`src/rtl/ram_seq_ctrl.sv`:
```
// Block sequencer for the parallel-load Ram: fills a staging buffer from an input
// stream, commits it with a one-cycle ld pulse, then drains the Ram word by word.
module ram_seq_ctrl #(
    parameter int WIDTH = 16,
    parameter int SIZE  = 8
) (
    input  logic                  clk,
    input  logic                  rst,
    input  logic                  flush,
    input  logic                  in_valid,
    output logic                  in_ready,
    input  logic [WIDTH-1:0]      in_data,
    output logic                  ram_ld,
    output logic                  ram_clr,
    output logic [SIZE*WIDTH-1:0] ram_par_in,
    input  logic [SIZE*WIDTH-1:0] ram_par_out,
    output logic                  out_valid,
    input  logic                  out_ready,
    output logic [WIDTH-1:0]      out_data,
    output logic                  block_done,
    output logic [7:0]            blk_cnt
);
    localparam int IDX_W = $clog2(SIZE);
    localparam logic [IDX_W-1:0] LAST_IDX = IDX_W'(SIZE - 1);

    typedef enum logic [1:0] {FILL, LOAD, DRAIN} state_e;

    state_e                     state_q, state_d;
    logic [IDX_W-1:0]           wr_idx_q, wr_idx_d;
    logic [IDX_W-1:0]           rd_idx_q, rd_idx_d;
    logic [SIZE-1:0][WIDTH-1:0] staging_q, staging_d;
    logic [SIZE-1:0][WIDTH-1:0] par_out_words;
    logic [7:0]                 blk_cnt_q, blk_cnt_d;
    logic                       in_hs, out_hs;

    // Handshake-facing flags come straight from the state register.
    assign in_ready   = (state_q == FILL);
    assign out_valid  = (state_q == DRAIN);
    assign ram_ld     = (state_q == LOAD) && !flush && !rst;
    assign ram_clr    = rst | flush;
    assign ram_par_in = staging_q;
    assign blk_cnt    = blk_cnt_q;

    assign par_out_words = ram_par_out;
    assign out_data      = par_out_words[rd_idx_q];

    assign in_hs  = in_valid & in_ready;
    assign out_hs = out_valid & out_ready;

    always_comb begin
        // NOTE: every signal gets a default first so no path through the case leaves it unassigned (no latch).
        state_d    = state_q;
        wr_idx_d   = wr_idx_q;
        rd_idx_d   = rd_idx_q;
        staging_d  = staging_q;
        blk_cnt_d  = blk_cnt_q;
        block_done = 1'b0;

        unique case (state_q)
            FILL: begin
                if (in_hs) begin
                    staging_d[wr_idx_q] = in_data;
                    if (wr_idx_q == LAST_IDX) begin
                        wr_idx_d = '0;
                        state_d  = LOAD;
                    end else begin
                        wr_idx_d = wr_idx_q + IDX_W'(1);
                    end
                end
            end
            LOAD: state_d = DRAIN;
            DRAIN: begin
                if (out_hs) begin
                    if (rd_idx_q == LAST_IDX) begin
                        rd_idx_d   = '0;
                        block_done = !rst;
                        blk_cnt_d  = blk_cnt_q + 8'd1;
                        state_d    = FILL;
                    end else begin
                        rd_idx_d = rd_idx_q + IDX_W'(1);
                    end
                end
            end
            default: state_d = FILL;
        endcase

        // Flush abandons the block but keeps the staged words and the block count.
        if (flush) begin
            state_d    = FILL;
            wr_idx_d   = '0;
            rd_idx_d   = '0;
            staging_d  = staging_q;
            blk_cnt_d  = blk_cnt_q;
            block_done = 1'b0;
        end
    end

    // NOTE: sequential state uses non-blocking assignments so all flops update together at the edge.
    always_ff @(posedge clk) begin
        if (rst) begin
            state_q   <= FILL;
            wr_idx_q  <= '0;
            rd_idx_q  <= '0;
            // NOTE: the staging buffer is explicitly reset because it drives the Ram inputs.
            staging_q <= '0;
            blk_cnt_q <= '0;
        end else begin
            state_q   <= state_d;
            wr_idx_q  <= wr_idx_d;
            rd_idx_q  <= rd_idx_d;
            staging_q <= staging_d;
            blk_cnt_q <= blk_cnt_d;
        end
    end
endmodule

```
`config.mk`:
```
export PLATFORM = sky130hd
export DESIGN_NAME = ram_seq_ctrl
export DESIGN_NICKNAME = d
export VERILOG_FILES = /design/src/rtl/ram_seq_ctrl.sv
export SDC_FILE = /design/constraint.sdc
export NUM_CORES = 1
export LEC_CHECK = 0
export ABC_AREA = 1
export CAP_MARGIN = 15
export CORE_ASPECT_RATIO = 1.4
export CORE_UTILIZATION = 25
export CTS_BUF_LIST = sky130_fd_sc_hd__clkbuf_2
export DETAILED_ROUTE_END_ITERATION = 10
export PLACE_DENSITY = 0.5
export SETUP_SLACK_MARGIN = 0.2
export SLEW_MARGIN = 20
export SYNTH_ARGS = -nofsm -noshare
export SYNTH_HDL_FRONTEND = slang
export SYNTH_SLANG_ARGS = --single-unit
```
`constraint.sdc`:
```
create_clock -name clk -period 4.02 [get_ports clk]
set_input_delay 0.804 -clock clk [delete_from_list [all_inputs] [get_ports clk]]
set_output_delay 0.804 -clock clk [all_outputs]
set_load 0.01 [all_outputs]
```
-- Word level (Yosys, flattened, before mapping)
Cells that the tools add are included.
Widths: inputs -> output; s select.
- shift operators: 0
- add/subtract/negate cells: 3
- magnitude comparators: 3
- equality and inequality tests: 8
- reductions and logical operators: 12
- bitwise gates (word level): 4
- multiplexer cells: 16
- $mul: 0
- divide/modulo/power cells: 0
- operator list (kind ; number):
    $bwmux 128 ; 1
    $bmux 16 s3 ; 1
    $demux 16 s3 ; 1
    $mux 16 ; 2
    $add 8x1->8 const B ; 1
    $lt 3x4->1 const B ; 2
    $mux 2 ; 4
    $ne 2x1->1 const B ; 4
    $reduce_and 4->1 ; 2
    $add 3x1->3 const B ; 2
    $eq 3x3->1 const B ; 2
    $mux 3 ; 2
    $pmux 2 s3 ; 1
    $mux 1 ; 4
    $reduce_and 2->1 ; 2
    $ge 3x1->1 const B ; 1
    $logic_and 1x1->1 ; 3
    $reduce_and 3->1 ; 1
    $and 1x1->1 ; 2
    $eq 2x1->1 const B ; 1
    $eq 2x2->1 const B ; 1
    $logic_not 1->1 ; 2
    $logic_not 2->1 ; 1
    $reduce_or 2->1 ; 1
    other kinds (2) ; 2
- memories: 0
- latch bits: 0
- ROM bits: 0
- register bits after elaboration: 144
- memory bits (writable): 0

-- Depth between registers and ports, before layout
Gate-level depths: netlist of run 1.
- depth after elaboration: 5
- mapped depth: 8

-- Least setup slack after synthesis of run 1
No wires, ideal clock.
- path type: input-to-output
- start point: in out_ready
- end point: out block_done
- cell stages on the path: 4
- data arrival time: 1.374 ns
- required time: 3.216 ns
- buffers on the path: 0
- path slack: 1.842 ns
- cell sequence: nand3_1 > nor2_1 > inv_1 > nor2_1
- longest elaborated chain between the ends: 4
- RTL lines (what ; RTL line ; text):
    from (decl) ; 18 ; input logic out_ready,
    $and 1x1->1 ; 48 ; assign out_hs = out_valid & out_ready;
    $mux 1 ; 73 ; if (out_hs) begin
    $mux 1 ; 59 ; unique case (state_q)
    $mux 1 ; 88 ; if (flush) begin
    to (decl) ; 20 ; output logic block_done,
Every way passes these cells.

-- Final worst setup path of run 1
- start point: reg rd_idx_q[0]
- end point: out out_data[8]
- longest elaborated chain between the ends: 2
- RTL lines (what ; RTL line ; text):
    from (decl) ; 30 ; logic [IDX_W-1:0] rd_idx_q, rd_idx_d;
    from (signal assigned) ; 110 ; rd_idx_q <= rd_idx_d;
    $bmux 16 s3 ; 45 ; assign out_data = par_out_words[rd_idx_q];
    $mux 16 (implied by the code) ; 45 ;
    to (decl) ; 19 ; output logic [WIDTH-1:0] out_data,
Every way passes these cells. The select of a mux whose other input is x is not followed.

==> flow_metrics.py, run 1 <==
metrics = {
    "place": {
        "placed_area_um2": 10600,
        "globalplace.congestion": 0.827,
        "pre_cts_slack_ns": 0.529,
        "port_buffers": 305,
        "dpl.hpwl_mm": 20.7,
        "dp.cells": 1577,
    },
    "synth": {
        "synth_area_um2": 7360,
        "yosysUniqueCellTypes": 28,
        "yosys.area_share.simple_pct": 35.2,
        "synth_fa_ha_area_share_pct": 1.02,
        "synth_area_per_cell_um2": 7.64,
        "synth_xor_area_share_pct": 0.119,
        "syn_nets": 1118,
        "yosys_register_bits": 144,
        "synth_cells": 963,
        "synth-compound-area-share_pct": 16.7,
        "synth_top_family_by_area": "simple AND/OR/NAND/NOR gates",
        "ys_warn_count": 0,
        "ys_seq_area_share_pct": 39.2,
        "synth_mux_area_share_pct": 0,
    },
    "cells_and_area": {
        "final_util_pct": 38.0,
        "layout_common_cells": "305 x clkdlybuf4s50_1, 244 x nor2_1, 160 x o21ai_0, 142 x dfxtp_1, 110 x nor3_2",
        "final_nets": 1376,
        "final_area_um2": 10900,
        "drive_gt1_share_pct": 15.1,
        "area_growth_syn_to_layout_pct": 48.1,
        "mostFrequentLayoutCell": "clkdlybuf4s50_1",
        "layoutNonFillerInstCount": 1610,
    },
    "setup_path": {
        "worstRegToRegCells": 4,
        "cp.required_ns": 3.22,
        "critPathMaxFanout": 21,
        "start_kind": "flop",
        "max_stage_delay_ns": 0.47,
        "worstSetupStartpoint": "rd_idx_q[0]$_SDFFE_PP0P_",
        "slowest_stage": "clkdlybuf4s50_1",
        "path_cells": "clkinvlp_4 > buf_4 > o21ai_0 > o21ai_1 > nand2_1 > nand2_1 > clkdlybuf4s50_1",
        "arrival_ns": 2.90,
        "cpMostUsedCell": "nand2_1",
        "reg2reg_slack_ns": 2.07,
        "worstReg2RegEnd": "ram_par_in[120]$_SDFFE_PP0P_",
        "worst_setup_path_end_kind": "output port",
        "timing.rr.start": "wr_idx_q[0]$_SDFFE_PP0P_",
        "worstSetupPathType": "flop to output port",
    },
    "cts": {
        "clk_pin_slew_ns": 0.24,
        "clockBufferDepth": 2,
        "cts_buffers": 17,
        "clk_latency_ns": 0.74,
        "clock_sinks": 144,
        "root_buffer": "clkbuf_2",
        "postCtsSetupRepairBufs": 0,
        "htreeDepth": 4,
        "cts_tree": "done",
    },
    "outcome": {
        "status": "completed",
    },
    "timing": {
        "timing.final.crit_share_pct": 92.1,
        "max_freq_ghz": 0.270,
        "tns_ns": 0,
        "setup_viol": 0,
        "hold_viol": 0,
        "rsz0062_at_grt": "true",
        "setup_slack_ns": 0.318,
        "slew_headroom_pct": 45.8,
        "whs_ns": 0.520,
        "fin_crit_ns": 3.70,
        "final_max_slew_viol_count": 0,
        "tightest_slew_ns": 0.810,
        "clock_skew_ns": 0.0325,
    },
    "min_path": {
        "hp-start": "blk_cnt[6]$_SDFFE_PP0P_",
        "hold_depth": 2,
        "hold_path.class": "flop to flop",
        "hold_path_end": "blk_cnt[6]$_SDFFE_PP0P_",
    },
    "drt": {
        "drt-pass1-iter-count": 7,
        "via_per_inst": 4.63,
        "final_antenna_net_count": 0,
        "wl_met1_mm": 11.5,
        "highest_layer": "met4",
        "wl_per_cell_um": 17.9,
        "vias": 7462,
        "wl_met3_mm": 2.74,
        "drc": 0,
        "drt_iter0_markers": 309,
        "finalWirelength_mm": 28.8,
        "route.met2.wl_mm": 14.2,
    },
    "grt": {
        "grt_pass1_vias": 7373,
        "antenna_found_initial": 1,
        "grt_util_all_layers_pct": 18.8,
        "overflow": 0,
        "grt_pass1_wl_mm": 43.3,
        "grt_max_degree": 64,
    },
    "floorplan": {
        "core_area_um2": 28700,
        "ios": 306,
        "num_rows": 73,
        "die_w_um": 147,
        "die_area_um2": 30100,
        "initial_core_util_pct": 25.6,
        "die_h_um": 205,
    },
    "pwr": {
        "p_leak_nw": 3.92,
        "max-vdd-ir-drop_mv": 0.265,
        "power_mw": 2.95,
        "p_per_area_nw_per_um2": 271,
        "p_int_mw": 2.14,
        "clkPwrFrac_pct": 35.2,
        "comb_power_share_pct": 15.1,
        "seq_power_share_pct": 49.7,
        "p_sw_share_pct": 27.5,
        "p_sw_uw": 812,
    },
    "job": {
        "cap_violations": 0,
    },
}
==> cell type report <==
cell class	count	area [µm²]
diodes	1	2.50
clock buffers	17	85.1
clock inverters	15	215
fillers	2999	17800
inverters	16	65.1
multi-input cells	715	3910
flip-flops and latches	144	2890
well taps	375	469
repair buffers	327	3260
==> sequential cells by signal (all words and copies together), names as in the netlist <==
register	cells
ram_par_in	128
blk_cnt	8
state_q	2
rd_idx_q	3
wr_idx_q	3
==> routing by layer <==
layer  global-route usage (%)  vias up
met1                     20.1     3433
met4                     5.41        0
met2                     34.1      277
met3                     7.17       20
met5                        0        -
li1                         -     3732
==> critical path: cells and delay by family (launching register included) <==
kind | cells | cell delay, ns
compound gates | 2 | 0.37
buf+inv | 3 | 1.12
flops | 1 | 0.43
simple gates | 2 | 0.22
==> what timing repair did <==
action / 4_1_cts / 5_1_grt
endpoints found under the hold margin: 0 / 0
setup endpoints to repair: 8 / 7
cloned: 0 / 0
hold buffers: 0 / 0
resized for setup: 4 / 4
==> cells in the mapped netlist (all sizes together) <==
| library cell | n | area [µm²] |
|---|---|---|
| o21bai | 1 | 7.51 |
| nand3 | 11 | 97.6 |
| nor2 | 254 | 1020 |
| o21ai | 230 | 1150 |
| buf | 59 | 403 |
| a211oi | 1 | 7.51 |
| nand4 | 2 | 12.5 |
| xor2 | 1 | 8.76 |
| clkinv | 1 | 3.75 |
| o21a | 1 | 7.51 |
| nand2 | 68 | 260 |
| ha | 6 | 75.1 |
| nor3 | 128 | 1190 |
| dfxtp | 144 | 2880 |
| inv | 15 | 56.3 |
| or2 | 1 | 6.26 |
| clkbuf | 29 | 109 |
| a21oi | 11 | 55.1 |
==> power groups by stage <==
stage | combinational (mW) | clock (mW) | sequential (mW)
4_1_cts | 0.453 | 1.08 | 1.47
5_1_grt | 0.479 | 1.14 | 1.47
6_report | 0.447 | 1.04 | 1.47
3_5_place_dp | 0.451 | 0 | 1.50
3_3_place_gp | 0.450 | 0 | 1.50
2_1_floorplan | 0.183 | 0 | 1.50
==> how the worst max path moves through the flow <==
stage / slack, ns / cells past startpoint / endpoint
4_1_cts: 0.16 / 8 / block_done
3_5_place_dp: 0.53 / 6 / block_done
3_3_place_gp: 0.53 / 6 / block_done
5_1_grt: 0.11 / 7 / out_data[8]
6_report: 0.32 / 7 / out_data[8]
2_1_floorplan: 1.84 / 4 / block_done
==> logic make-up after synthesis <==
| family | count (synthesis) |
|---|---|
| AND/OR/NAND/NOR | 464 |
| AO/OA/AOI/OAI | 244 |
| flip-flops | 144 |
| buffers and inverters | 104 |
| adder cells (fa/ha/maj) | 6 |
| XOR/XNOR | 1 |
Note: power is estimated with default switching activity, not from simulation.
==> inputs of run 2 (changes only) <==
--- a/config.mk
+++ b/config.mk
@@ -11,7 +11,7 @@
 export CORE_UTILIZATION = 25
 export CTS_BUF_LIST = sky130_fd_sc_hd__clkbuf_2
 export DETAILED_ROUTE_END_ITERATION = 10
-export PLACE_DENSITY = 0.5
+export PLACE_DENSITY = 0.64
 export SETUP_SLACK_MARGIN = 0.2
 export SLEW_MARGIN = 20
 export SYNTH_ARGS = -nofsm -noshare
==> run 2 against run 1 <==
  * Fmax up 3.7%
  * First-iteration DRC count up 5.2%
  * Combinational power up 1%
  * Die area unchanged
  * Sequential power about the same
  * Setup slack better by 0.13 ns
  * Design area down 0.40%
  * Register-to-register slack worse by 0.03 ns
  * Via count up 1.9%
  * Non-clock buffer count unchanged
  * Critical path type unchanged
  * Critical endpoint is now out_data[12]
  * Largest cell class unchanged
  * Highest routed layer is now met5
==> flow_metrics.py, run 2 (same netlist as run 1, synthesis figures left out) <==
metrics = {
    "setup_path": {
        "reg2reg_slack_ns": 2.04,
        "start_kind": "flop",
        "cp.buffers_inverters": 3,
        "critPathMaxFanout": 35,
        "worstReg2RegEnd": "ram_par_in[98]$_SDFFE_PP0P_",
        "timing.rr.start": "wr_idx_q[2]$_SDFFE_PP0P_",
        "arrival_ns": 2.77,
        "max_stage_delay_ns": 0.53,
        "worstRegToRegCells": 4,
        "cp.required_ns": 3.22,
        "slowest_stage": "clkdlybuf4s50_1",
        "worstSetupPathType": "flop to output port",
        "worst_setup_path_end_kind": "output port",
        "crit_family": "buffers and inverters",
        "path_cells": "buf_8 > buf_8 > nor2_1 > nor2_1 > o21ai_0 > o21ai_1 > nand2_1 > nand2_1 > clkdlybuf4s50_1",
    },
    "pwr": {
        "max-vdd-ir-drop_mv": 0.211,
        "seq_power_share_pct": 50.9,
        "comb_power_share_pct": 15.7,
        "p_leak_nw": 3.92,
        "p_int_mw": 2.09,
        "clkPwrFrac_pct": 33.5,
        "p_per_area_nw_per_um2": 266,
        "p_sw_share_pct": 27.5,
        "p_sw_uw": 795,
    },
    "grt": {
        "grt_max_degree": 66,
        "overflow": 0,
        "grt_pass1_vias": 7428,
        "grt_util_all_layers_pct": 18.7,
        "antenna_found_initial": 2,
        "grt_pass1_wl_mm": 42.8,
    },
    "drt": {
        "drt-pass1-iter-count": 4,
        "final_antenna_net_count": 0,
        "vias": 7604,
        "drc": 0,
        "wl_per_cell_um": 17.9,
        "finalWirelength_mm": 28.8,
        "via_per_inst": 4.72,
        "drt_iter0_markers": 325,
    },
    "cts": {
        "htreeDepth": 4,
        "clk_latency_ns": 0.74,
        "clockBufferDepth": 2,
        "cts_hold_buf": 0,
        "cts_tree": "done",
        "clock_sinks": 144,
        "root_buffer": "clkbuf_2",
        "cts_buffers": 17,
        "clk_pin_slew_ns": 0.21,
    },
    "floorplan": {
        "die_w_um": 147,
        "core_area_um2": 28700,
        "ios": 306,
        "die_h_um": 205,
        "num_rows": 73,
        "die_area_um2": 30100,
        "initial_core_util_pct": 25.6,
    },
    "timing": {
        "tns_ns": 0,
        "clock_skew_ns": 0.0209,
        "rsz0062_at_grt": "false",
        "tightest_slew_ns": 0.899,
        "setup_viol": 0,
        "timing.final.crit_share_pct": 88.8,
        "hold_viol": 0,
        "slew_headroom_pct": 39.9,
        "fin_crit_ns": 3.57,
        "final_max_slew_viol_count": 0,
        "max_freq_ghz": 0.280,
    },
    "job": {
        "cap_violations": 0,
    },
    "cells_and_area": {
        "largest_reg_flops": 128,
        "final_nets": 1376,
        "layout_common_cells": "305 x clkdlybuf4s50_1, 245 x nor2_1, 160 x o21ai_0, 143 x dfxtp_1, 110 x nor3_2",
        "area_growth_syn_to_layout_pct": 47.5,
        "mostFrequentLayoutCell": "clkdlybuf4s50_1",
        "drive_gt1_share_pct": 15.1,
        "final_area_um2": 10800,
    },
    "place": {
        "dpl.hpwl_mm": 20.9,
        "port_buffers": 305,
        "placed_area_um2": 10600,
        "globalplace.congestion": 0.864,
    },
    "outcome": {
        "status": "completed",
    },
    "min_path": {
        "hold_depth": 2,
        "hp-start": "blk_cnt[3]$_SDFFE_PP0P_",
        "hold_path_end": "blk_cnt[3]$_SDFFE_PP0P_",
        "hold_path.class": "flop to flop",
    },
}
==> run 2: cell count changes in the layout (fill, tap and decap cells not counted), sizes merged <==
cell and delta:
clkbuf +4, clkinvlp -2, bufinv -1, diode +1
inv -1
==> run 2: worst max-delay path by stage <==
stage               depth (start not counted)            to                startpoint  slack [ns]
global placement                            8  out_data[11]           ram_par_out[11]        0.62
global route                                8    block_done  rd_idx_q[0]$_SDFFE_PP0P_        0.22
CTS                                         9  out_data[12]  rd_idx_q[0]$_SDFFE_PP0P_        0.23
detailed placement                          6    block_done                 out_ready        0.64
floorplan                                   4    block_done                 out_ready        1.84
finish                                      9  out_data[12]  rd_idx_q[0]$_SDFFE_PP0P_        0.45
==> run 2: power by group through the flow <==
stage | clock network (mW) | logic (mW) | registers [mW]
3_5_place_dp | 0 | 0.454 | 1.50
2_1_floorplan | 0 | 0.183 | 1.50
3_3_place_gp | 0 | 0.452 | 1.50
5_1_grt | 1.05 | 0.482 | 1.47
6_report | 0.966 | 0.453 | 1.47
4_1_cts | 0.998 | 0.456 | 1.47
==> run 2: repair_timing <==
item | 4_1_cts | 5_1_grt
gates resized for setup | 1 | 3
setup buffers | 0 | 0
endpoints found under the setup margin | 3 | 7
==> run 2: layer usage <==
layer	routed length (µm)	global-route usage, %
met2	14200	33.7
met1	11200	19.7
met5	10	0
met4	1130	8.91
met3	2260	5.86
==> run 2: worst reg2reg max path, delay by kind of cell (launching register included) <==
family	cells	cell delay, ns
flops	1	0.56
compound gates	1	0.15
simple gates	3	1.22
==> run 2: area by class of cell <==
class	count	area [µm²]
fill	2966	17800
tap	375	469
antenna	2	5.00
clock inverter	11	164
multi-input combinational	715	3900
clock buffer	21	105
timing repair buffer	327	3260
sequential	144	2880
inverter	16	61.3
==> run 2: through the flow <==
step                util (%)  total power [mW]  cells  setup WS, ns  hold WS, ns
finish                  37.8              2.89   1611         0.450        0.514
global route            37.8              3.01   1611         0.216        0.540
CTS                     37.8              2.92   1609         0.233        0.514
detailed placement      36.8              1.95   1577         0.644        0.482
global placement        36.8              1.95   1577         0.615        0.480
floorplan                  -              1.68    963          1.84        0.506
